### config.mk
export PLATFORM = sky130hd
export DESIGN_NAME = dmem_arbiter
export DESIGN_NICKNAME = d
export VERILOG_FILES = /design/src/rtl/dmem_arbiter.sv
export SDC_FILE = /design/constraint.sdc
export NUM_CORES = 1
export LEC_CHECK = 0
export ABC_AREA = 1
export BUFFER_PORTS_ARGS = -buffer_cell sky130_fd_sc_hd__buf_2
export CORE_ASPECT_RATIO = 0.6
export CORE_UTILIZATION = 55
export CTS_BUF_LIST = sky130_fd_sc_hd__clkbuf_4
export CTS_CLUSTER_DIAMETER = 100
export DETAILED_ROUTE_END_ITERATION = 12
export GPL_TIMING_DRIVEN = 0
export PLACE_DENSITY_LB_ADDON = 0.1
export SYNTH_ARGS = -nofsm -noshare
export SYNTH_HDL_FRONTEND = slang
export SYNTH_SLANG_ARGS = --single-unit
### constraint.sdc
create_clock -name clk -period 2.75 [get_ports clk]
set_input_delay 0.275 -clock clk [delete_from_list [all_inputs] [get_ports clk]]
set_output_delay 0.275 -clock clk [all_outputs]
set_load 0.01 [all_outputs]
### src/rtl/dmem_arbiter.sv
// ============================================================================
// Module  : dmem_arbiter
// Brief   : Round-robin CPU/host arbiter for a shared async-read/sync-write RAM
// Revision: 1.0
// ============================================================================
`default_nettype none

module dmem_arbiter #(
  parameter int ADDR_W = 10,
  parameter int DATA_W = 10,
  parameter int CNT_W  = 16
) (
  input  logic              clk,
  input  logic              rst,
  input  logic              cpu_req,
  input  logic              cpu_we,
  input  logic [ADDR_W-1:0] cpu_addr,
  input  logic [DATA_W-1:0] cpu_wdata,
  output logic              cpu_gnt,
  input  logic              host_req,
  input  logic              host_we,
  input  logic [ADDR_W-1:0] host_addr,
  input  logic [DATA_W-1:0] host_wdata,
  output logic              host_gnt,
  output logic [DATA_W-1:0] rdata,
  output logic [1:0]        rvalid,
  output logic              ram_we,
  output logic [ADDR_W-1:0] ram_addr,
  output logic [DATA_W-1:0] ram_wdata,
  input  logic [DATA_W-1:0] ram_rdata,
  output logic [CNT_W-1:0]  cpu_gnt_cnt,
  output logic [CNT_W-1:0]  host_gnt_cnt
);

  typedef enum logic [0:0] {
    IDLE   = 1'b0,
    ACCESS = 1'b1
  } state_t;

  localparam logic [CNT_W-1:0] CNT_MAX = {CNT_W{1'b1}};

  state_t              state;
  state_t              state_next;
  logic                sel_host;
  logic                last_host;
  logic                acc_we;
  logic [ADDR_W-1:0]   acc_addr;
  logic [DATA_W-1:0]   acc_wdata;
  logic                any_req;
  logic                win_host;

  assign any_req   = cpu_req | host_req;
  assign ram_addr  = acc_addr;
  assign ram_wdata = acc_wdata;

  always_ff @(posedge clk) begin
    if (rst) state <= IDLE;
    else     state <= state_next;
  end

  // rst gates the ACCESS strobes so an aborted access never writes the RAM
  always_comb begin
    state_next = state;
    win_host   = 1'b0;
    cpu_gnt    = 1'b0;
    host_gnt   = 1'b0;
    ram_we     = 1'b0;
    case (state)
      IDLE: begin
        win_host = host_req & (~cpu_req | ~last_host);
        if (any_req) state_next = ACCESS;
      end
      ACCESS: begin
        state_next = IDLE;
        cpu_gnt    = ~sel_host & ~rst;
        host_gnt   = sel_host & ~rst;
        ram_we     = acc_we & ~rst;
      end
      default: state_next = IDLE;
    endcase
  end

  always_ff @(posedge clk) begin
    if (rst) begin
      sel_host     <= 1'b0;
      last_host    <= 1'b1;
      acc_we       <= 1'b0;
      acc_addr     <= '0;
      acc_wdata    <= '0;
      rdata        <= '0;
      rvalid       <= 2'b00;
      cpu_gnt_cnt  <= '0;
      host_gnt_cnt <= '0;
    end else begin
      rvalid <= 2'b00;
      if (state == IDLE && any_req) begin
        sel_host  <= win_host;
        last_host <= win_host;
        acc_we    <= win_host ? host_we    : cpu_we;
        acc_addr  <= win_host ? host_addr  : cpu_addr;
        acc_wdata <= win_host ? host_wdata : cpu_wdata;
      end
      if (state == ACCESS) begin
        if (!acc_we) begin
          rdata  <= ram_rdata;
          rvalid <= sel_host ? 2'b10 : 2'b01;
        end
        if (sel_host) begin
          if (host_gnt_cnt != CNT_MAX) host_gnt_cnt <= host_gnt_cnt + CNT_W'(1);
        end else begin
          if (cpu_gnt_cnt != CNT_MAX) cpu_gnt_cnt <= cpu_gnt_cnt + CNT_W'(1);
        end
      end
    end
  end

endmodule

`default_nettype wire

==> out/summary.txt <==
Worst Path Required: 3070 ps
crit start category: register
Final setup viols: 0
Post-Syn Nets: 516
DRC viols: 0
global routing met2 resource utilization: 0.458
H-tree Lvls: 3
hold_buf cts: 0
Initial Utilization: 0.580
root buffer cell: clkbuf_4
most frequent cells in the layout: 125 x buf_2, 96 x nor2_1, 79 x nand2_1, 68 x dfxtp_1, 42 x a21oi_1
post_cts resized: 0
DP HPWL: 6420 um
pin slew with the least headroom to its limit: 447 ps
type of the worst setup path: register to register
DRT Pass-1 Iters: 4
IO Count: 123
critical path data arrival time: 1970 ps
I/O Buffers: 121
clock skew: 15.7 ps
fraction of layout cells with a size suffix above 1: 0.297
Synth Area per Inst: 7.18 um2
Max IR drop VDD: 0.000282 V
Mapped Area: 3290 um2
Clock Path Buffers: 2
cts bufs inserted: 9
Nets: 648
Hold Crit Class: input port to register
Pwr per Cell Area: 492 nW/um2
Clock Sinks: 68
RSZ-0062 raised after global routing: no
DR vias/cell: 5.24
core area: 5680 um2
simple-gate portion of the synthesized area: 0.331
Clk pin slew, worst setup/hold paths: 120 ps
Total GRT Usage: 0.279
DR iter-0 viols: 148
synthesis-to-layout area growth: 25.8%
post-synthesis mux area share: 0
Diodes inserted: 0
GR Util met3: 0.0828
Avg WL per Cell: 12.6 um
number of global-route vias before repair: 2950
initial antenna violation count: 0
most common cell after layout, fill and taps aside: buf_2
post-synthesis sequential area ratio: 0.414
Synth Area in Compound Gates: 0.175
Synth Area in Adders: 0.00760
M1 GR Usage: 0.361
min cycle time layout: 1650 ps
first-pass GRT wire length: 13500 um
Post-Syn Instances: 458
die height: 61.9 um
Tcrit/Tclk final: 0.599
Final Max Tran Viols: 0
post-synthesis xor/xnor area fraction: 0.00798
warning count from the yosys run: 0
Die ar.: 6310 um2
Routed Antenna Nets: 0
#FFs+latches synth: 68
crit end category: register
Clock Latency Late Sink: 420 ps
status: completed
FP Rows: 21
placed cell count: 659
Top Usage Layer GRT: met2
Max-slew headroom: 0.702
largest family of logic cells by synthesized area: simple AND/OR/NAND/NOR gates
Max-cap violations: 0
fin cells: 675
P_leak: 1.93 nW
CP Max Fanout: 8
Peak Freq: 607 MHz
Netlist cell types: 30
final WL: 8510 um
via count: 3540
GPL Wtd Cong: 0.848
Hold Fails Final Rpt: 0
post-route setup TNS: 0 ps
gr ovfl total: 0
largest net degree at the start of global routing: 14
CTS tree: yes
die width: 102 um
postcts setup bufs: 0
==> metrics by stage <==
step	hold slack [ps]	total power [mW]	setup WS (ps)	util	instance area, um2
6_report	76.8	2.04	1100	0.729	4140
2_1_floorplan	410	1.26	1310	-	3290
4_1_cts	58.8	2.05	1140	0.729	4140
3_5_place_dp	452	1.39	1190	0.704	4000
3_3_place_gp	444	1.37	1230	0.704	4000
5_1_grt	61.4	2.14	971	0.729	4140
==> sequential cells by signal, summed over array words and instances (netlist names) <==
| signal | count |
|---|---|
| cpu_gnt_cnt | 16 |
| ram_wdata | 10 |
| state | 1 |
| ram_addr | 10 |
| rvalid | 2 |
| last_host | 1 |
| acc_we | 1 |
| host_gnt_cnt | 16 |
| sel_host | 1 |
| rdata | 10 |
==> routing by layer <==
layer / share of wire / wire length [um]
met1: 0.48 / 4070
met2: 0.44 / 3780
met3: 0.067 / 567
met4: 0.012 / 98
met5: 0 / 0
==> Yosys cell counts, drive strengths merged <==
cell	count	area, um2
xnor2	1	8.76
dfxtp	68	1360
xor2	2	17.5
ha	2	25.0
nand3	32	205
clkinv	1	3.75
nand3b	3	22.5
nor2	105	452
inv	27	101
buf	10	76.3
o22ai	21	131
nand4	3	40.0
o21ai	42	225
nand2	85	349
a21oi	42	210
clkbuf	9	33.8
o21bai	1	7.51
nor3	4	20.0
==> worst paths after layout <==
| check | startpoint | to | slack (ps) | cells past startpoint |
|---|---|---|---|---|
| worst min-delay path | ram_rdata[2] | rdata[2]$_SDFFE_PP0P_ | 80 | 3 |
| worst max register to register | host_gnt_cnt[1]$_SDFFE_PP0P_ | host_gnt_cnt[10]$_SDFFE_PP0P_ | 1100 | 8 |
| worst max-delay path | host_gnt_cnt[1]$_SDFFE_PP0P_ | host_gnt_cnt[10]$_SDFFE_PP0P_ | 1100 | 8 |
| worst min register to register | last_host$_SDFFE_PP1P_ | last_host$_SDFFE_PP1P_ | 470 | 2 |
==> kinds of logic after synthesis <==
logic type      after synthesis
compound gates              106
simple gates                232
xor+xnor                      3
fa+ha+maj                     2
flops                        68
buf+inv                      47
==> power breakdown <==
group	total, mW	leakage [nW]	switching, mW	internal, mW
sequential	1.08	0.557	0.0351	1.04
clock	0.668	0.0725	0.388	0.281
combinational	0.291	1.30	0.170	0.121
==> worst max-delay path: stages, from the launching register on <==
cell and delay, ps:
dfxtp_1 450, ha_1 240, inv_1 100, nor2_4 180, nand2_4 90, nor2_1 130, nor2_2 100, o21ai_0 210
nor2_1 60
==> area by class of cell <==
type / instances / area [um2]
Timing Repair Buffer: 121 / 606
Sequential cell: 68 / 1360
Clock inverter: 7 / 76.3
Tap cell: 80 / 100
Clock buffer: 9 / 67.6
Inverter: 28 / 105
Fill cell: 501 / 1540
Buffer: 19 / 110
Multi-Input combinational cell: 343 / 1710
No activity file was read; power rests on OpenSTA's default activity.
